## src/rtl/hazard_ctrl_pkg.sv

```systemverilog
// hazard_ctrl_pkg: shared constants, scoreboard slot type and operand-match helper
package hazard_ctrl_pkg;
  localparam int REG_BITS = 5;
  localparam logic [1:0] FWD_RF  = 2'd0;
  localparam logic [1:0] FWD_EX  = 2'd1;
  localparam logic [1:0] FWD_MEM = 2'd2;
  localparam logic [1:0] FWD_WB  = 2'd3;
  localparam logic [1:0] RF_WSEL_ALU = 2'd0;
  localparam logic [1:0] RF_WSEL_RDO = 2'd1;
  localparam logic [1:0] RF_WSEL_PC4 = 2'd2;
  localparam logic [1:0] RF_WSEL_EXT = 2'd3;
  typedef struct packed {
    logic                valid;
    logic [REG_BITS-1:0] rd;
    logic                we;
    logic                is_load;
  } sb_slot_t;
  // x0 is hard-wired zero, so it never matches a producer
  function automatic logic slot_hit(sb_slot_t s, logic [REG_BITS-1:0] rs, logic used);
    return s.valid & s.we & (s.rd == rs) & (rs != '0) & used;
  endfunction
endpackage

```

## src/rtl/hazard_ctrl_fwd_sel.sv

```systemverilog
// hazard_fwd_sel: per-operand forwarding priority EX > MEM > WB > RF
module hazard_fwd_sel
  import hazard_ctrl_pkg::*;
(
  input  sb_slot_t            ex_i,
  input  sb_slot_t            mem_i,
  input  sb_slot_t            wb_i,
  input  logic [REG_BITS-1:0] rs_i,
  input  logic                used_i,
  output logic [1:0]          sel_o,
  output logic                ld_hit_o
);
  logic ex_hit, mem_hit, wb_hit;
  always_comb begin
    ex_hit   = slot_hit(ex_i, rs_i, used_i);
    mem_hit  = slot_hit(mem_i, rs_i, used_i);
    wb_hit   = slot_hit(wb_i, rs_i, used_i);
    ld_hit_o = ex_hit & ex_i.is_load;
    sel_o    = ex_hit  ? (ex_i.is_load ? FWD_RF : FWD_EX) :
               mem_hit ? FWD_MEM :
               wb_hit  ? FWD_WB  : FWD_RF;
  end
endmodule

```

## src/rtl/hazard_ctrl.sv

```systemverilog
// hazard_ctrl: EX/MEM/WB destination scoreboard driving load-use stall,
// branch flush and operand forwarding selects for the decode stage
module hazard_ctrl
  import hazard_ctrl_pkg::*;
#(
  parameter int XLEN      = 32,
  parameter int NREG_BITS = REG_BITS
) (
  input  logic                 clk,
  input  logic                 rst_n,
  input  logic                 hold,
  input  logic                 id_valid,
  input  logic [NREG_BITS-1:0] id_rs1,
  input  logic [NREG_BITS-1:0] id_rs2,
  input  logic                 id_rs1_used,
  input  logic                 id_rs2_used,
  input  logic [NREG_BITS-1:0] id_rd,
  input  logic                 id_rf_we,
  input  logic [1:0]           id_rf_wsel,
  input  logic                 ex_branch_taken,
  output logic                 stall_if_id,
  output logic                 bubble_ex,
  output logic                 flush_if_id,
  output logic [1:0]           fwd_a,
  output logic [1:0]           fwd_b,
  output logic [XLEN-1:0]      stall_cnt
);
  sb_slot_t ex_q, mem_q, wb_q, ex_d;
  logic [XLEN-1:0] stall_cnt_q, stall_cnt_d;
  logic ld_a, ld_b, load_use;

  hazard_fwd_sel u_fwd_a (
    .ex_i(ex_q), .mem_i(mem_q), .wb_i(wb_q), .rs_i(id_rs1),
    .used_i(id_rs1_used & id_valid), .sel_o(fwd_a), .ld_hit_o(ld_a)
  );
  hazard_fwd_sel u_fwd_b (
    .ex_i(ex_q), .mem_i(mem_q), .wb_i(wb_q), .rs_i(id_rs2),
    .used_i(id_rs2_used & id_valid), .sel_o(fwd_b), .ld_hit_o(ld_b)
  );

  // a taken branch kills the ID instruction, so it never needs to stall
  always_comb begin
    load_use    = ld_a | ld_b;
    stall_if_id = load_use & ~ex_branch_taken;
    bubble_ex   = load_use | ex_branch_taken;
    flush_if_id = ex_branch_taken;
    ex_d        = bubble_ex ? '0 : {id_valid, id_rd, id_rf_we, id_rf_wsel == RF_WSEL_RDO};
    stall_cnt_d = stall_cnt_q + {{(XLEN-1){1'b0}}, stall_if_id};
    stall_cnt   = stall_cnt_q;
  end

  always_ff @(posedge clk or negedge rst_n) begin
    if (!rst_n) begin
      ex_q        <= '0;
      mem_q       <= '0;
      wb_q        <= '0;
      stall_cnt_q <= '0;
    end else if (!hold) begin
      ex_q        <= ex_d;
      mem_q       <= ex_q;
      wb_q        <= mem_q;
      stall_cnt_q <= stall_cnt_d;
    end
  end
endmodule

```

## config.mk

```make
export PLATFORM = sky130hd
export DESIGN_NAME = hazard_ctrl
export DESIGN_NICKNAME = d
export VERILOG_FILES = /design/src/rtl/hazard_ctrl_pkg.sv /design/src/rtl/hazard_ctrl_fwd_sel.sv /design/src/rtl/hazard_ctrl.sv
export SDC_FILE = /design/constraint.sdc
export NUM_CORES = 1
export LEC_CHECK = 0
export ABC_AREA = 1
export CORE_MARGIN = 4
export CORE_UTILIZATION = 40
export DETAILED_ROUTE_END_ITERATION = 8
export SYNTH_ARGS = -nofsm -noshare
export SYNTH_HDL_FRONTEND = slang
export SYNTH_SLANG_ARGS = --single-unit
export TNS_END_PERCENT = 10
```

## constraint.sdc

```tcl
create_clock -name clk -period 3.1 [get_ports clk]
set_clock_uncertainty 0.15 [all_clocks]
set_input_delay 0.62 -clock clk [delete_from_list [all_inputs] [get_ports clk]]
set_output_delay 0.62 -clock clk [all_outputs]
set_load 0.02 [all_outputs]
```

* Word-level counts from Yosys, hierarchy flattened
Index checks and enable logic that the tools add are counted.
Operators by class: add/subtract/negate cells 1, equality and inequality tests 7, mux-type cells 8, bitwise operators 29, reduce and logical (&&, ||, !) cells 2
Operators with widths (count):
- $add A32 B1 Y32 | 1
- $eq A5 B5 Y1 | 6
- $and A1 B1 Y1 | 26
- $mux W2 | 6
- $reduce_bool A5 Y1 | 2
- $mux W8 | 1
- $eq A2 B1 Y1 const B | 1
- $or A1 B1 Y1 | 2
- $mux W1 | 1
- $not A1 Y1 | 1
Storage, ports and cells: bits in registers 54, input port bits 25, output and inout port bits 39, word-level logic and storage cells 58

* Logic depth before layout (Yosys ltp)
depth after elaboration 8, mapped depth 20, mapped depth without buffers 20

* By module
A second synthesis with hierarchy kept.
Second synthesis, totals: cells, all modules 504, area total of the unflattened synthesis 3563.4 sq um
By module, submodules not included:
- hazard_ctrl | times used 1, cells an instance 326, area an instance 2790.2 sq um, seq. area each 1401.3 sq um
- hazard_fwd_sel | times used 2, cells an instance 89, area an instance 386.6 sq um, seq. area each 0.0 sq um

* Worst setup path after synthesis
OpenSTA, ideal clock, no wires.
path type input to register, start point input port id_rs2_used, end point register stall_cnt_q[16], in the netlist stall_cnt[16], setup time 129 ps, data arrival time 2690 ps, data required time 2821 ps, path slack 130 ps, stages on the path 16, path buffers 0, cells stage by stage nand2_1 nor2_1 nand2_1 nor2_1 nand2_1 nand2_1 nand2_2 nor2_1 ha_1 ha_1 nand2_1 nor3_4 nand2_2 nor2_4 nand4_1 xnor2_1
Between the ends: word-level cells in the longest chain between the ends 6
RTL lines:
- start, declared | line hazard_ctrl.sv:16 | input logic id_rs2_used,
- $and A1 B1 Y1 | line hazard_ctrl.sv:38 | .used_i(id_rs2_used & id_valid), .sel_o(fwd_b), .ld_hit_o(ld_b)
- $and A1 B1 Y1 | line hazard_ctrl_pkg.sv:20 | return s.valid & s.we & (s.rd == rs) & (rs != '0) & used;
- $and A1 B1 Y1 | line hazard_ctrl_fwd_sel.sv:18 | ld_hit_o = ex_hit & ex_i.is_load;
- $or A1 B1 Y1 | line hazard_ctrl.sv:43 | load_use = ld_a | ld_b;
- $and A1 B1 Y1 | line hazard_ctrl.sv:44 | stall_if_id = load_use & ~ex_branch_taken;
- via stall_if_id | line hazard_ctrl.sv:21 | output logic stall_if_id,
- $add A32 B1 Y32 | line hazard_ctrl.sv:48 | stall_cnt_d = stall_cnt_q + {{(XLEN-1){1'b0}}, stall_if_id};
- end signal, assigned | line hazard_ctrl.sv:62 | stall_cnt_q <= stall_cnt_d;
- end, declared | line hazard_ctrl.sv:29 | logic [XLEN-1:0] stall_cnt_q, stall_cnt_d;
The timed path passes the listed nets, and every way through them passes these cells. A chain may end at the register's enable or synchronous reset.

* Final worst setup path
start point input port id_rs2_used, end point output port fwd_b[0]
Between the ends: word-level cells in the longest chain between the ends 5, elaborated cells between the ends (all ways) 7, those cells by class 3 x mux; 4 x bitwise
RTL lines:
- $and A1 B1 Y1 * | line hazard_ctrl.sv:38
- $and A1 B1 Y1 | line hazard_ctrl_pkg.sv:20
- $mux W2 | line hazard_ctrl_fwd_sel.sv:21 | wb_hit ? FWD_WB : FWD_RF;
- $mux W2 | line hazard_ctrl_fwd_sel.sv:20 | mem_hit ? FWD_MEM :
- $mux W2 * | line hazard_ctrl_fwd_sel.sv:19 | sel_o = ex_hit ? (ex_i.is_load ? FWD_RF : FWD_EX) :
- end, declared | line hazard_ctrl.sv:25 | output logic [1:0] fwd_b,
Every way passes the cells marked *; elsewhere a longest branch is shown, timed or not.

==> results.sh <==
export IMPL_outcome="completed"
export IMPL_final_common_cell="nand2_1"
export IMPL_gr_usage_all_layers=0.179
export IMPL_synth_distinct_cells=29
export IMPL_hold_viol=0
export IMPL_ir_worst_vdd_mv=0.304
export IMPL_synthArstFlopShare=1.00
export IMPL_preCtsSetupSlack_ns=-0.340
export IMPL_firstDrtPassIters=4
export IMPL_cts_tree="done"
export IMPL_hold_class="input port to async pin"
export IMPL_synthCells=427
export IMPL_fin_nets=553
export IMPL_crit_fanout=2
export IMPL_drt_initial_drc_count=137
export IMPL_cp_num_buf_inv=3
export IMPL_crit_chain="clkdlybuf4s50_1 -> nand2_1 -> buf_4 -> nor3_1 -> nand3_1 -> nor2_1 -> nand3_1 -> nand2_1 -> clkdlybuf4s15_1"
export IMPL_syn_nets=455
export IMPL_synthFlopType="dfrtp_1"
export IMPL_via_per_inst=4.72
export IMPL_holdWs_ns=0.275
export IMPL_die_h_um=97.6
export IMPL_final_setup_viol_count=0
export IMPL_layout_common_cells="nand2_1 (134), dfrtp_1 (54), nor2_1 (48), clkdlybuf4s50_1 (47), inv_1 (43)"
export IMPL_start_util=0.414
export IMPL_dp_cells=619
export IMPL_rsz0062_at_grt="true"
export IMPL_fin_cells=628
export IMPL_detail_route_wl_per_cell_um=13.2
export IMPL_p_per_area_mw_per_mm2=319
export IMPL_clkTransAtPathRegs_ns=0.11
export IMPL_drc_errors=0
export IMPL_dr_total_vias=2967
export IMPL_hpwl_mm=6.56
export IMPL_synth_area_mm2=0.00321
export IMPL_grt_max_degree=55
export IMPL_worstPathArrival_ns=2.18
export IMPL_io_buffers=63
export IMPL_htree_num_levels=2
export IMPL_fp_dieArea_mm2=0.00953
export IMPL_cts_made_buffers=5
export IMPL_max_freq_mhz=339
export IMPL_maxCapViolations=0
export IMPL_gr_total_overflow=0
export IMPL_fin_crit_sh=0.950
export IMPL_critPathRequiredTime_ns=2.33
export IMPL_grt_pass1_wl_mm=14.1
export IMPL_yosys_warnings=0
export IMPL_end_kind="output port"
export IMPL_pin_count=64
export IMPL_slew_limit_headroom=0.541
export IMPL_clkLatencyLatePin_ns=0.31
export IMPL_drive_gt1_frac=0.144
export IMPL_power_mw=1.39
export IMPL_clockBufferDepth=2
export IMPL_avgSynthCellArea_um2=7.53
export IMPL_p_leak_nw=2.12
export IMPL_place_congestion=0.866
export IMPL_cp_top_family="buffers and inverters"
export IMPL_synth_seq_cells=54
export IMPL_critPathKind="input port to output port"
export IMPL_period_minus_slack_ns=2.95
export IMPL_worst_pin_slew_ns=0.688
export IMPL_grt_pass1_vias=2869
export IMPL_antenna_found_initial=0
export IMPL_cts_hold_buf=0
export IMPL_fin_ws_ns=0.154
export IMPL_wl_mm=8.28
export IMPL_area_growth_pct=35.3
export IMPL_cpPeakStageDelay_ns=0.46
export IMPL_rows=32
export IMPL_cpMaxStageDelayCell="clkdlybuf4s50_1"
export IMPL_slew_violations=0
export IMPL_cts_sinks=54
export IMPL_drtAntennaViolNets=0
export IMPL_worstSetupStartpointType="input port"
export IMPL_synth_edff_count=0
export IMPL_diodes=0
export IMPL_die_width_um=97.6
export IMPL_ys_seq_area_frac=0.420
export IMPL_cts_root_buf="clkbuf_8"
export IMPL_core_area_mm2=0.00777
==> worst register-to-register path, stage by stage, from the launching register on <==
cell and delay, ns:
dfrtp_1 0.43, inv_1 0.18, nor2_1 0.07, nor2_1 0.09, nand2_1 0.06, nor2_1 0.08, nand2_1 0.09, nand2_1 0.09
nand2_2 0.08, nor2_4 0.11, ha_1 0.16, ha_2 0.18, nand2_2 0.08, nor2_1 0.10, nand2_1 0.09, nor2_2 0.10
nand2_2 0.08, nor2_4 0.16, nand2_2 0.08, xnor2_2 0.14
==> through the flow <==
stage / util / setup TNS [ns] / area, um^2
CTS: 0.550 / 0 / 4280
finish: 0.560 / 0 / 4350
floorplan: - / 0 / 3210
global route: 0.560 / -0.0359 / 4350
detailed placement: 0.539 / -6.33 / 4190
global placement: 0.539 / -6.04 / 4190
==> where the power goes <==
group | leakage (nW) | total (mW) | switching [mW] | internal, mW
Combinational | 1.35 | 0.200 | 0.104 | 0.0966
Sequential | 0.721 | 0.764 | 0.0334 | 0.730
Clock | 0.0502 | 0.425 | 0.256 | 0.168
==> logic make-up after synthesis <==
group,count (synthesis),synth area share
AO/OA/AOI/OAI,18,0.0319
XOR/XNOR,46,0.125
adder cells (fa/ha/maj),3,0.0117
buffers and inverters,54,0.0666
flip-flops,54,0.420
AND/OR/NAND/NOR,252,0.344
==> cells in the mapped netlist (2+ instances only) <==
| cell type | count | area, um^2 |
|---|---|---|
| nand4_1 | 10 | 62.6 |
| o211ai_1 | 2 | 15.0 |
| nand3b_1 | 2 | 15.0 |
| nand2_2 | 4 | 25.0 |
| inv_1 | 45 | 169 |
| xnor2_1 | 35 | 307 |
| nand3_1 | 26 | 130 |
| nor2_2 | 6 | 37.5 |
| nor2_1 | 52 | 195 |
| clkbuf_1 | 5 | 18.8 |
| o22ai_1 | 3 | 18.8 |
| nor2_4 | 3 | 33.8 |
| dfrtp_1 | 54 | 1350 |
| ha_1 | 3 | 37.5 |
| nor3_1 | 7 | 35.0 |
| xor2_1 | 11 | 96.3 |
| nand2_1 | 137 | 514 |
| o21ai_0 | 11 | 55.1 |
==> routing by layer <==
metal | global-route usage | wire, um | vias up
met1 | 0.264 | 4110 | 1389
met2 | 0.276 | 3760 | 49
met4 | 0.0288 | 63 | 0
met5 | 0 | 0 | -
li1 | - | - | 1522
met3 | 0.0359 | 338 | 7
==> registers in the layout, indices dropped and copies added, names as in the netlist <==
| name | flops |
|---|---|
| stall_cnt | 32 |
| ex_q | 8 |
| mem_q | 7 |
| wb_q | 7 |
==> what timing repair did <==
action	CTS	global route
buffers inserted	0	1
setup endpoints to repair	7	25
pin swaps	0	7
gates resized for setup	6	28
==> worst paths after layout <==
kind | from | to | slack (ns) | depth (start not counted)
worst max-delay path | id_rs2_used | fwd_b[0] | 0.15 | 9
worst min-delay path | rst_n | stall_cnt[19] | 0.27 | 2
min in group clk | wb_q[7] | wb_q[7] | 0.34 | 2
max in group asynchronous | rst_n | mem_q[3] | 2.07 | 2
worst min register to register | wb_q[7] | wb_q[7] | 0.34 | 2
worst max register to register | ex_q[3] | stall_cnt[24] | 0.43 | 19
==> area by class of cell <==
class | count | area (um^2)
inverter | 47 | 176
clock inverter | 3 | 28.8
clock buffer | 5 | 68.8
sequential | 54 | 1350
tap | 102 | 128
fill | 767 | 3420
multi-input combinational | 319 | 1700
timing repair buffer | 98 | 902
(Power assumes the default switching activity.)
